## config.mk

```make
export PLATFORM = sky130hd
export DESIGN_NAME = matrix_sender_arbiter
export DESIGN_NICKNAME = d
export VERILOG_FILES = /design/src/rtl/matrix_sender_arbiter.sv
export SDC_FILE = /design/constraint.sdc
export NUM_CORES = 1
export LEC_CHECK = 0
export ABC_CLOCK_PERIOD_IN_PS = 3800
export CAP_MARGIN = 20
export CORE_UTILIZATION = 47
export CTS_BUF_LIST = sky130_fd_sc_hd__clkbuf_4 sky130_fd_sc_hd__clkbuf_8 sky130_fd_sc_hd__clkbuf_16
export DETAILED_ROUTE_END_ITERATION = 8
export PLACE_DENSITY_LB_ADDON = 0.2
export SLEW_MARGIN = 20
export SYNTH_ARGS = -nofsm -noshare
export SYNTH_HDL_FRONTEND = slang
export SYNTH_SLANG_ARGS = --single-unit
export TNS_END_PERCENT = 50
```

## constraint.sdc

```tcl
create_clock -name clk -period 3.8 [get_ports clk]
set_input_delay 0.38 -clock clk [delete_from_list [all_inputs] [get_ports clk]]
set_output_delay 0.38 -clock clk [all_outputs]
set_load 0.01 [all_outputs]
```

## src/rtl/matrix_sender_arbiter.sv

```systemverilog
// Session arbiter for the shared matrix UART sender: round-robin ownership per print session,
// one element in flight at a time, done routed back to the owner, watchdog on stalled sends.
module matrix_sender_arbiter #(
  parameter int unsigned N_REQ       = 3,
  parameter int unsigned DATA_WIDTH  = 16,
  parameter int unsigned TIMEOUT_CYC = 1_000_000,
  parameter int unsigned OW          = $clog2(N_REQ)
) (
  input  logic                                clk,
  input  logic                                rst,
  input  logic [N_REQ-1:0]                    cli_req,
  input  logic [N_REQ-1:0]                    cli_start,
  input  logic [N_REQ-1:0][DATA_WIDTH-1:0]    cli_data,
  input  logic [N_REQ-1:0][4:0]               cli_flags,
  output logic [N_REQ-1:0]                    cli_grant,
  output logic [N_REQ-1:0]                    cli_done,
  output logic [DATA_WIDTH-1:0]               snd_data,
  output logic [4:0]                          snd_flags,
  output logic                                snd_start,
  input  logic                                snd_done,
  output logic                                busy,
  output logic [OW-1:0]                       owner_id,
  output logic                                timeout_err,
  output logic                                proto_err
);

  localparam int unsigned CW = $clog2(TIMEOUT_CYC + 1);

  typedef enum logic [1:0] {StIdle, StGranted, StInFlight, StRelease} state_e;

  state_e                  state_q, state_d;
  logic [N_REQ-1:0]        grant_q, grant_d;
  logic [N_REQ-1:0]        done_q, done_d;
  logic [DATA_WIDTH-1:0]   snd_data_q, snd_data_d;
  logic [4:0]              snd_flags_q, snd_flags_d;
  logic                    snd_start_q, snd_start_d;
  logic                    busy_q, busy_d;
  logic [OW-1:0]           owner_q, owner_d;
  logic [OW-1:0]           last_q, last_d;
  logic [CW-1:0]           cnt_q, cnt_d;
  logic                    tmo_q, tmo_d;
  logic                    perr_q, perr_d;

  logic                    rr_found;
  logic [OW-1:0]           rr_idx;
  logic [OW-1:0]           rr_winner;
  logic [N_REQ-1:0]        legal_start;

  // Round-robin search starting just after the previous owner, wrapping around.
  always_comb begin
    rr_found  = 1'b0;
    rr_idx    = '0;
    rr_winner = last_q;
    for (int unsigned i = 1; i <= N_REQ; i++) begin
      rr_idx = OW'((32'(last_q) + i) % N_REQ);
      if (!rr_found && cli_req[rr_idx]) begin
        rr_found  = 1'b1;
        rr_winner = rr_idx;
      end
    end
  end

  // Only the owner may start, and only while no element is in flight.
  assign legal_start = (state_q == StGranted) ? grant_q : '0;

  always_comb begin
    state_d     = state_q;
    grant_d     = grant_q;
    done_d      = '0;
    snd_data_d  = snd_data_q;
    snd_flags_d = snd_flags_q;
    snd_start_d = 1'b0;
    owner_d     = owner_q;
    last_d      = last_q;
    cnt_d       = cnt_q;
    tmo_d       = 1'b0;
    perr_d      = |(cli_start & ~legal_start);

    unique case (state_q)
      StIdle: begin
        if (|cli_req) begin
          grant_d            = '0;
          grant_d[rr_winner] = 1'b1;
          owner_d            = rr_winner;
          state_d            = StGranted;
        end
      end
      StGranted: begin
        if (!cli_req[owner_q]) begin
          state_d = StRelease;
        end else if (cli_start[owner_q]) begin
          snd_data_d  = cli_data[owner_q];
          snd_flags_d = cli_flags[owner_q];
          snd_start_d = 1'b1;
          cnt_d       = '0;
          state_d     = StInFlight;
        end
      end
      StInFlight: begin
        // A real completion beats a coincident watchdog expiry.
        if (snd_done || (cnt_q == CW'(TIMEOUT_CYC - 1))) begin
          done_d  = grant_q;
          tmo_d   = !snd_done;
          state_d = cli_req[owner_q] ? StGranted : StRelease;
        end else if (cnt_q != '1) begin
          cnt_d = cnt_q + 1'b1;
        end
      end
      StRelease: begin
        grant_d     = '0;
        last_d      = owner_q;
        snd_flags_d = '0;
        state_d     = StIdle;
      end
      default: state_d = StIdle;
    endcase

    busy_d = |grant_d;
  end

  always_ff @(posedge clk) begin
    if (rst) begin
      state_q     <= StIdle;
      grant_q     <= '0;
      done_q      <= '0;
      snd_data_q  <= '0;
      snd_flags_q <= '0;
      snd_start_q <= 1'b0;
      busy_q      <= 1'b0;
      owner_q     <= '0;
      last_q      <= OW'(N_REQ - 1);
      cnt_q       <= '0;
      tmo_q       <= 1'b0;
      perr_q      <= 1'b0;
    end else begin
      state_q     <= state_d;
      grant_q     <= grant_d;
      done_q      <= done_d;
      snd_data_q  <= snd_data_d;
      snd_flags_q <= snd_flags_d;
      snd_start_q <= snd_start_d;
      busy_q      <= busy_d;
      owner_q     <= owner_d;
      last_q      <= last_d;
      cnt_q       <= cnt_d;
      tmo_q       <= tmo_d;
      perr_q      <= perr_d;
    end
  end

  assign cli_grant   = grant_q;
  assign cli_done    = done_q;
  assign snd_data    = snd_data_q;
  assign snd_flags   = snd_flags_q;
  assign snd_start   = snd_start_q;
  assign busy        = busy_q;
  assign owner_id    = owner_q;
  assign timeout_err = tmo_q;
  assign proto_err   = perr_q;

endmodule

```

# [Yosys cells after proc, flatten, opt, wreduce, memory -nomap -nowiden]
# Index checks and enable logic that the tools add are counted.
[totals] ff_bits=57 latchBits=0 ram_bits=0 rom_bits=0 input_bits=72 out_inout_bits=33 word_cells=102 memories=0
[op_classes] n_addsub=4 multipliers=0 div_mod_pow=3 order_cmp=6 eq_ne=12 shifts=0 n_mux=39 bitwise=6 reduce_logical=20
[op_table] operator="remainder unit 32 x 2 -> 32 bit (second input constant)" count=3
[op_table] operator="2-to-1 mux 20 bit" count=4
[op_table] operator="case mux 20 bit (2 select lines)" count=1
[op_table] operator="binary-select mux 16 bit (select 2 bit)" count=1
[op_table] operator="adder 20 x 1 -> 20 bit (second input constant)" count=1
[op_table] operator="== test 20 bit (second input constant)" count=1
[op_table] operator="inequality test 20 bit (second input constant)" count=1
[op_table] operator="2-to-1 mux 16 bit" count=1
[op_table] operator="2-to-1 mux 2 bit" count=8
[op_table] operator="less-than comparator 2 x 3 -> 1 bit (second input constant)" count=5
[op_table] operator="2-to-1 mux 5 bit" count=3
[op_table] operator="OR reduction 3 bit" count=5
[op_table] operator="binary-select mux 1 bit (select 2 bit)" count=5
[op_table] operator="binary-select mux 5 bit (select 2 bit)" count=1
[op_table] operator="case mux 5 bit (2 select lines)" count=1
[op_table] operator="2-to-1 mux 1 bit" count=9
[op_table] operator="AND reduction 3 bit" count=3
[op_table] operator="inequality test 2 bit (second input constant)" count=4
[op_table] operator="case mux 2 bit (4 select lines)" count=1
[op_table] operator="adder 2 x 2 -> 3 bit (second input constant)" count=2
[op_table] operator="2-to-1 mux 3 bit" count=2
[op_table] operator="case mux 3 bit (2 select lines)" count=1
[op_table] operator="AND reduction 5 bit" count=1
[op_table] operator="== test 2 bit (second input constant)" count=2
[op_table] operator="other kinds (15)" count=24

# [Logic depth before layout (Yosys ltp)]
[logic_depth] word_depth=18 depth_mapped=9 depth_no_buf=8

# [Worst setup path after synthesis]
# Ideal clock, no wire load.
[synth_path] kind="reg2reg" start="register last_q[0]" end="register busy_q (netlist: busy)" setup_ns=0.071 arrival_ns=2.044 t_required_ns=3.729 path_slack_ns=1.685 path_stages_with_launch=9 path_buffers=1 synth_period_minus_slack_ns=2.115 path_cell_list="dfxtp_1 -> inv_1 -> ha_1 -> buf_2 -> o211a_1 -> a311o_1 -> o31ai_1 -> o21ai_0 -> a21oi_1"
[synth_between] elab_chain_cells=18 elab_cells_between_ends=29 cone_classes="add/sub (3); div (3); order compare (2); mux (15); reduce/logical (6)"
[synth_lines] element="start, declared" line_no="39" source="logic [OW-1:0] last_q, last_d;"
[synth_lines] element="start signal, assigned" line_no="131" source="last_q <= OW'(N_REQ - 1);"
[synth_lines] element="start signal, assigned" line_no="144" source="last_q <= last_d;"
[synth_lines] element="adder 2 x 1 -> 3 bit" line_no="55" source="rr_idx = OW'((32'(last_q) + i) % N_REQ);"
[synth_lines] element="remainder unit 32 x 2 -> 32 bit" line_no="55"
[synth_lines] element="binary-select mux 1 bit (select 2 bit)" line_no="56" source="if (!rr_found && cli_req[rr_idx]) begin"
[synth_lines] element="2-to-1 mux 1 bit (implied by the code)" line_no="56"
[synth_lines] element="2-to-1 mux 1 bit" line_no="56"
[synth_lines] element="logical NOT 1 bit" line_no="56"
[synth_lines] element="logical AND 1 bit" line_no="56"
[synth_lines] element="2-to-1 mux 1 bit" line_no="56"
[synth_lines] element="[2 not listed]"
[synth_lines] element="2-to-1 mux 2 bit *" line_no="56"
[synth_lines] element="less-than comparator 2 x 3 -> 1 bit (implied by the code) / greater-or-equal comparator 2 x 1 -> 1 bit (equally long branches)" line_no="83" source="grant_d[rr_winner] = 1'b1;"
[synth_lines] element="logical AND 1 bit (implied by the code)" line_no="83"
[synth_lines] element="2-to-1 mux 1 bit (implied by the code)" line_no="83"
[synth_lines] element="demux 1 bit (select 2 bit) *" line_no="83"
[synth_lines] element="2-to-1 mux 3 bit *" line_no="81" source="if (|cli_req) begin"
[synth_lines] element="case mux 3 bit (2 select lines) *" line_no="79" source="unique case (state_q)"
[synth_lines] element="OR reduction 3 bit *" line_no="118" source="busy_d = |grant_d;"
[synth_lines] element="end signal, assigned" line_no="142" source="busy_q <= busy_d;"
[synth_lines] element="end, declared" line_no="37" source="logic busy_q, busy_d;"
# Every way passes the cells marked *; elsewhere a longest branch is shown, timed or not. The select of a mux whose other input is x is not followed.
# A chain may end at the register's enable or synchronous reset.

# [Worst setup path after layout]
[layout_path] start="register owner_q[0] (netlist: owner_id[0])" end="register cnt_q[3]"
[layout_between] elab_chain_cells=4 elab_cells_between_ends=7 cone_classes="eq/ne (2); mux (4); reduce/logical (1)"
[layout_lines] element="start, declared" line_no="38" source="logic [OW-1:0] owner_q, owner_d;"
[layout_lines] element="start signal, assigned" line_no="143" source="owner_q <= owner_d;"
[layout_lines] element="binary-select mux 1 bit (select 2 bit), on equally long branches" line_no="91, 89"
[layout_lines] element="2-to-1 mux 1 bit, on equally long branches" line_no="91, 89"
[layout_lines] element="inequality test 2 x 1 -> 1 bit (no line)"
[layout_lines] element="AND reduction 5 bit (no line) *"
[layout_lines] element="end signal, assigned" line_no="145" source="cnt_q <= cnt_d;"
[layout_lines] element="end, declared" line_no="40" source="logic [CW-1:0] cnt_q, cnt_d;"
# Marked as above.

==> results.md <==
- Status: finished with violations
- Failing checks: DRC
- DR vias/cell: 5.667
- GRT Resource Usage Total: 0.2511
- Grt total ovfl: 0
- Worst VDD drop: 0.0002472 V
- Slew margin rel.: 0.5080
- Least-Margin Pin Slew: 0.7356 ns
- Die span in y: 84.51 um
- Synth Area in Adders: 0.02738
- Arr. time, crit path: 2.98 ns
- Global-route wire length before repair: ~14000 um
- Share of the synthesized area in the top cell type: 0.3567
- Die Width: 84.51 um
- Largest net degree at the start of global routing: 38
- Sequential share of the synthesized area: 0.3567
- Gpl congestion: 0.7826
- Worst Clk Skew: about 0.0084 ns
- RSZ-0062 raised after global routing: false
- Unique masters post-synth: 49
- Router iterations before antenna repair: 7
- Die area: 0.007141 sq mm
- MaxCap Viol Count: 0
- Final hold vios: 0
- XOR/XNOR share of the synthesized area: 0.03285
- Worst Path Class, Setup: register to register
- Hold_buf cts: 0
- Post-synth top flop: dfxtp_1
- Area Growth Syn to Fin: 40.28%
- Ys Warns: 0
- Clock tree buffer depth: 2
- Final Setup Violations: 0
- TNS Setup: 0 ns
- Wire per inst: 14.95 um
- Syn avg cell area: 8.018 sq um
- CTS root buffer: clkbuf_8
- Total net switching power: 0.6974 mW
- Worst skew pair latency: 0.34 ns
- IO buf count: 104
- F_max: between 0.3 and 0.4 GHz
- Met2 global-route usage: 0.4183
- Simple-Gate Fraction of Synth Area: 0.2835
- Fin. max-slew vios: 0
- Routing usage on met1: 0.2956
- Met3 Use GR: 0.1013
- Post-DP HPWL: 6395 um
- Clock power share: 0.287
- CTS tree: done
- Top cells by area, synth: dfxtp_1 36%, mux2i_1 9.4%, nor2_1 8.4%
- Compound-Gate Fraction of Synth Area: 0.1600
- Initial antenna violation count: 0
- Syn nets: 478
- Synth Cell Area: roughly 0.0032 sq mm
- Element type at the critical path end: register
- Initial Util: 0.4954
- Period utilization: 0.7095
- Post-Route WL: between 8000 and 9000 um
- Post-CTS resize count: 0
- Register bit count reported by yosys: 57
- CTS Buf Count: 9
- DRT antenna net count: 0
- Layout cell share with drive strength beyond 1: 0.07415
- Post-CTS setup buffer count: 0
- Largest fanout on the critical path: 28
- Reg clk slew, reported paths: around 0.070 ns
- Hold Path Class: register to register
- Main combinational cell family by area after synthesis: simple AND/OR/NAND/NOR gates
- Final hold slack: 0.4823 ns
- Layout net count: ~570
- Asr flop ratio synth: 0
- # DRC: 2
- Number of global-route vias before repair: 3072
- Sw frac: 0.3345
- Initial DRC count: 130
- GRT Max-Usage Layer: met2
- Post-synth EDFFs: 0
- Top Ports: 105
- Htree depth: 3
- Mux contribution to synthesized area: 0.09386
- Leakage power: ~1.6 nW
- Syn Inst Count: 399
- Largest area contributor in the netlist: dfxtp_1
- Tmin final: 2.696 ns
- WP data required: 4.09 ns
- Pwr Density: 464.6 mW/mm^2
- Antenna cells: 0
- Sink Count: 57
- Internal power: 1.388 mW
- Row count: 29
- Combinational share of power: 0.368
- Startpoint types: register
- Register share of total power: 0.345
- Vias: ~3.3k
- Core footprint: 0.006459 sq mm
## stage by stage
stage	total power [mW]	worst slack, ns	util	instance area (sq um)	instances
2_1_floorplan	1.199	1.685	-	3199	399
3_3_place_gp	1.474	1.056	0.6610	4269	560
3_5_place_dp	1.496	0.9639	0.6610	4269	560
4_1_cts	2.095	1.106	0.6943	4484	576
5_1_grt	2.207	0.8969	0.6949	4488	576
6_report	2.085	1.104	0.6949	4488	576
## cell type report
cell class                      count  area, sq um
Fill cell                         536         1971
Multi-Input combinational cell    307         1916
Sequential cell                    57         1141
Timing Repair Buffer              110         1086
Clock buffer                       12        165.2
Tap cell                           77        96.34
Clock inverter                      4        50.05
Inverter                            9        33.78
## placed cells by master (no fill, tap or decap), types with 3 or more instances in the layout
cell type | netlist | layout
nor4b_1 | 4 | 4
a211oi_1 | 16 | 16
mux2i_1 | 30 | 30
inv_1 | 9 | 9
a211o_1 | 6 | 6
and3_1 | 6 | 6
nor3_1 | 24 | 24
clkbuf_8 | 0 | 12
ha_1 | 7 | 7
nand2b_1 | 4 | 4
dfxtp_1 | 57 | 57
o211ai_1 | 5 | 5
xnor2_1 | 12 | 12
nand3_1 | 18 | 18
buf_4 | 0 | 6
or2_2 | 6 | 6
and4_1 | 5 | 5
a21oi_1 | 19 | 19
nor4_1 | 9 | 9
nor2_1 | 72 | 72
o21ai_0 | 5 | 5
nand4_1 | 3 | 3
clkdlybuf4s50_1 | 0 | 104
nand2_1 | 26 | 26
## worst paths after layout
kind | start | endpoint | slack, ns | cells past startpoint
worst max register to register | owner_id[0]$_SDFFE_PP0P_ | cnt_q[3]$_SDFFE_PP0P_ | 1.10 | 7
worst max-delay path | owner_id[0]$_SDFFE_PP0P_ | cnt_q[3]$_SDFFE_PP0P_ | 1.10 | 7
worst min register to register | snd_flags[2]$_SDFFE_PP0P_ | snd_flags[2]$_SDFFE_PP0P_ | 0.48 | 2
worst min-delay path | snd_flags[2]$_SDFFE_PP0P_ | snd_flags[2]$_SDFFE_PP0P_ | 0.48 | 2
## power groups by stage
stage          registers, mW  clock network (mW)  logic [mW]
2_1_floorplan          0.751                   0       0.448
3_3_place_gp           0.727                   0       0.746
3_5_place_dp           0.731                   0       0.764
4_1_cts                0.719               0.609       0.768
5_1_grt                0.728               0.637       0.843
6_report               0.718               0.599       0.768
## registers in the layout, summed over array words and instances, names as in the netlist, 2 cells and up
name / flops
snd_data: 16
cnt_q: 20
cli_done: 3
last_q: 2
owner_id: 2
snd_flags: 5
cli_grant: 3
state_q: 2
## synth_stat cells, types with 3 or more instances
cell	number
or2_2	6
o211ai_1	5
clkbuf_1	17
nor4_1	9
nand2_1	26
dfxtp_1	57
inv_1	9
nand3_1	18
nand2b_1	4
mux2i_1	30
nor3_1	24
nor4b_1	4
nor2_1	72
a211oi_1	16
a211o_1	6
nand4_1	3
xnor2_1	12
ha_1	7
o21ai_0	5
buf_2	6
and4_1	5
and3_1	6
a21oi_1	19
## routing by layer
layer  vias to the layer above  routed length [um]
li1                       1617                   -
met1                      1536                3558
met2                        95                4270
met3                        16                 640
met4                         0                 145
met5                         -                   0
## logic make-up (layout without fill, tap and decap cells)
group,after synthesis,count (layout)
AND/OR/NAND/NOR,186,186
flip-flops,57,57
AO/OA/AOI/OAI,72,72
multiplexers,30,30
adder cells (fa/ha/maj),7,7
buffers and inverters,35,135
XOR/XNOR,12,12
## worst max-delay path, cell delays in order, from the launching register on
cell       delay, ns
dfxtp_1         0.31
buf_4           0.29
and2b_2         0.46
o2bb2ai_2       0.18
a31oi_2         0.32
or3_4           0.50
or4_1           0.48
nand2_1         0.08
No activity file was read; power rests on OpenSTA's default activity.
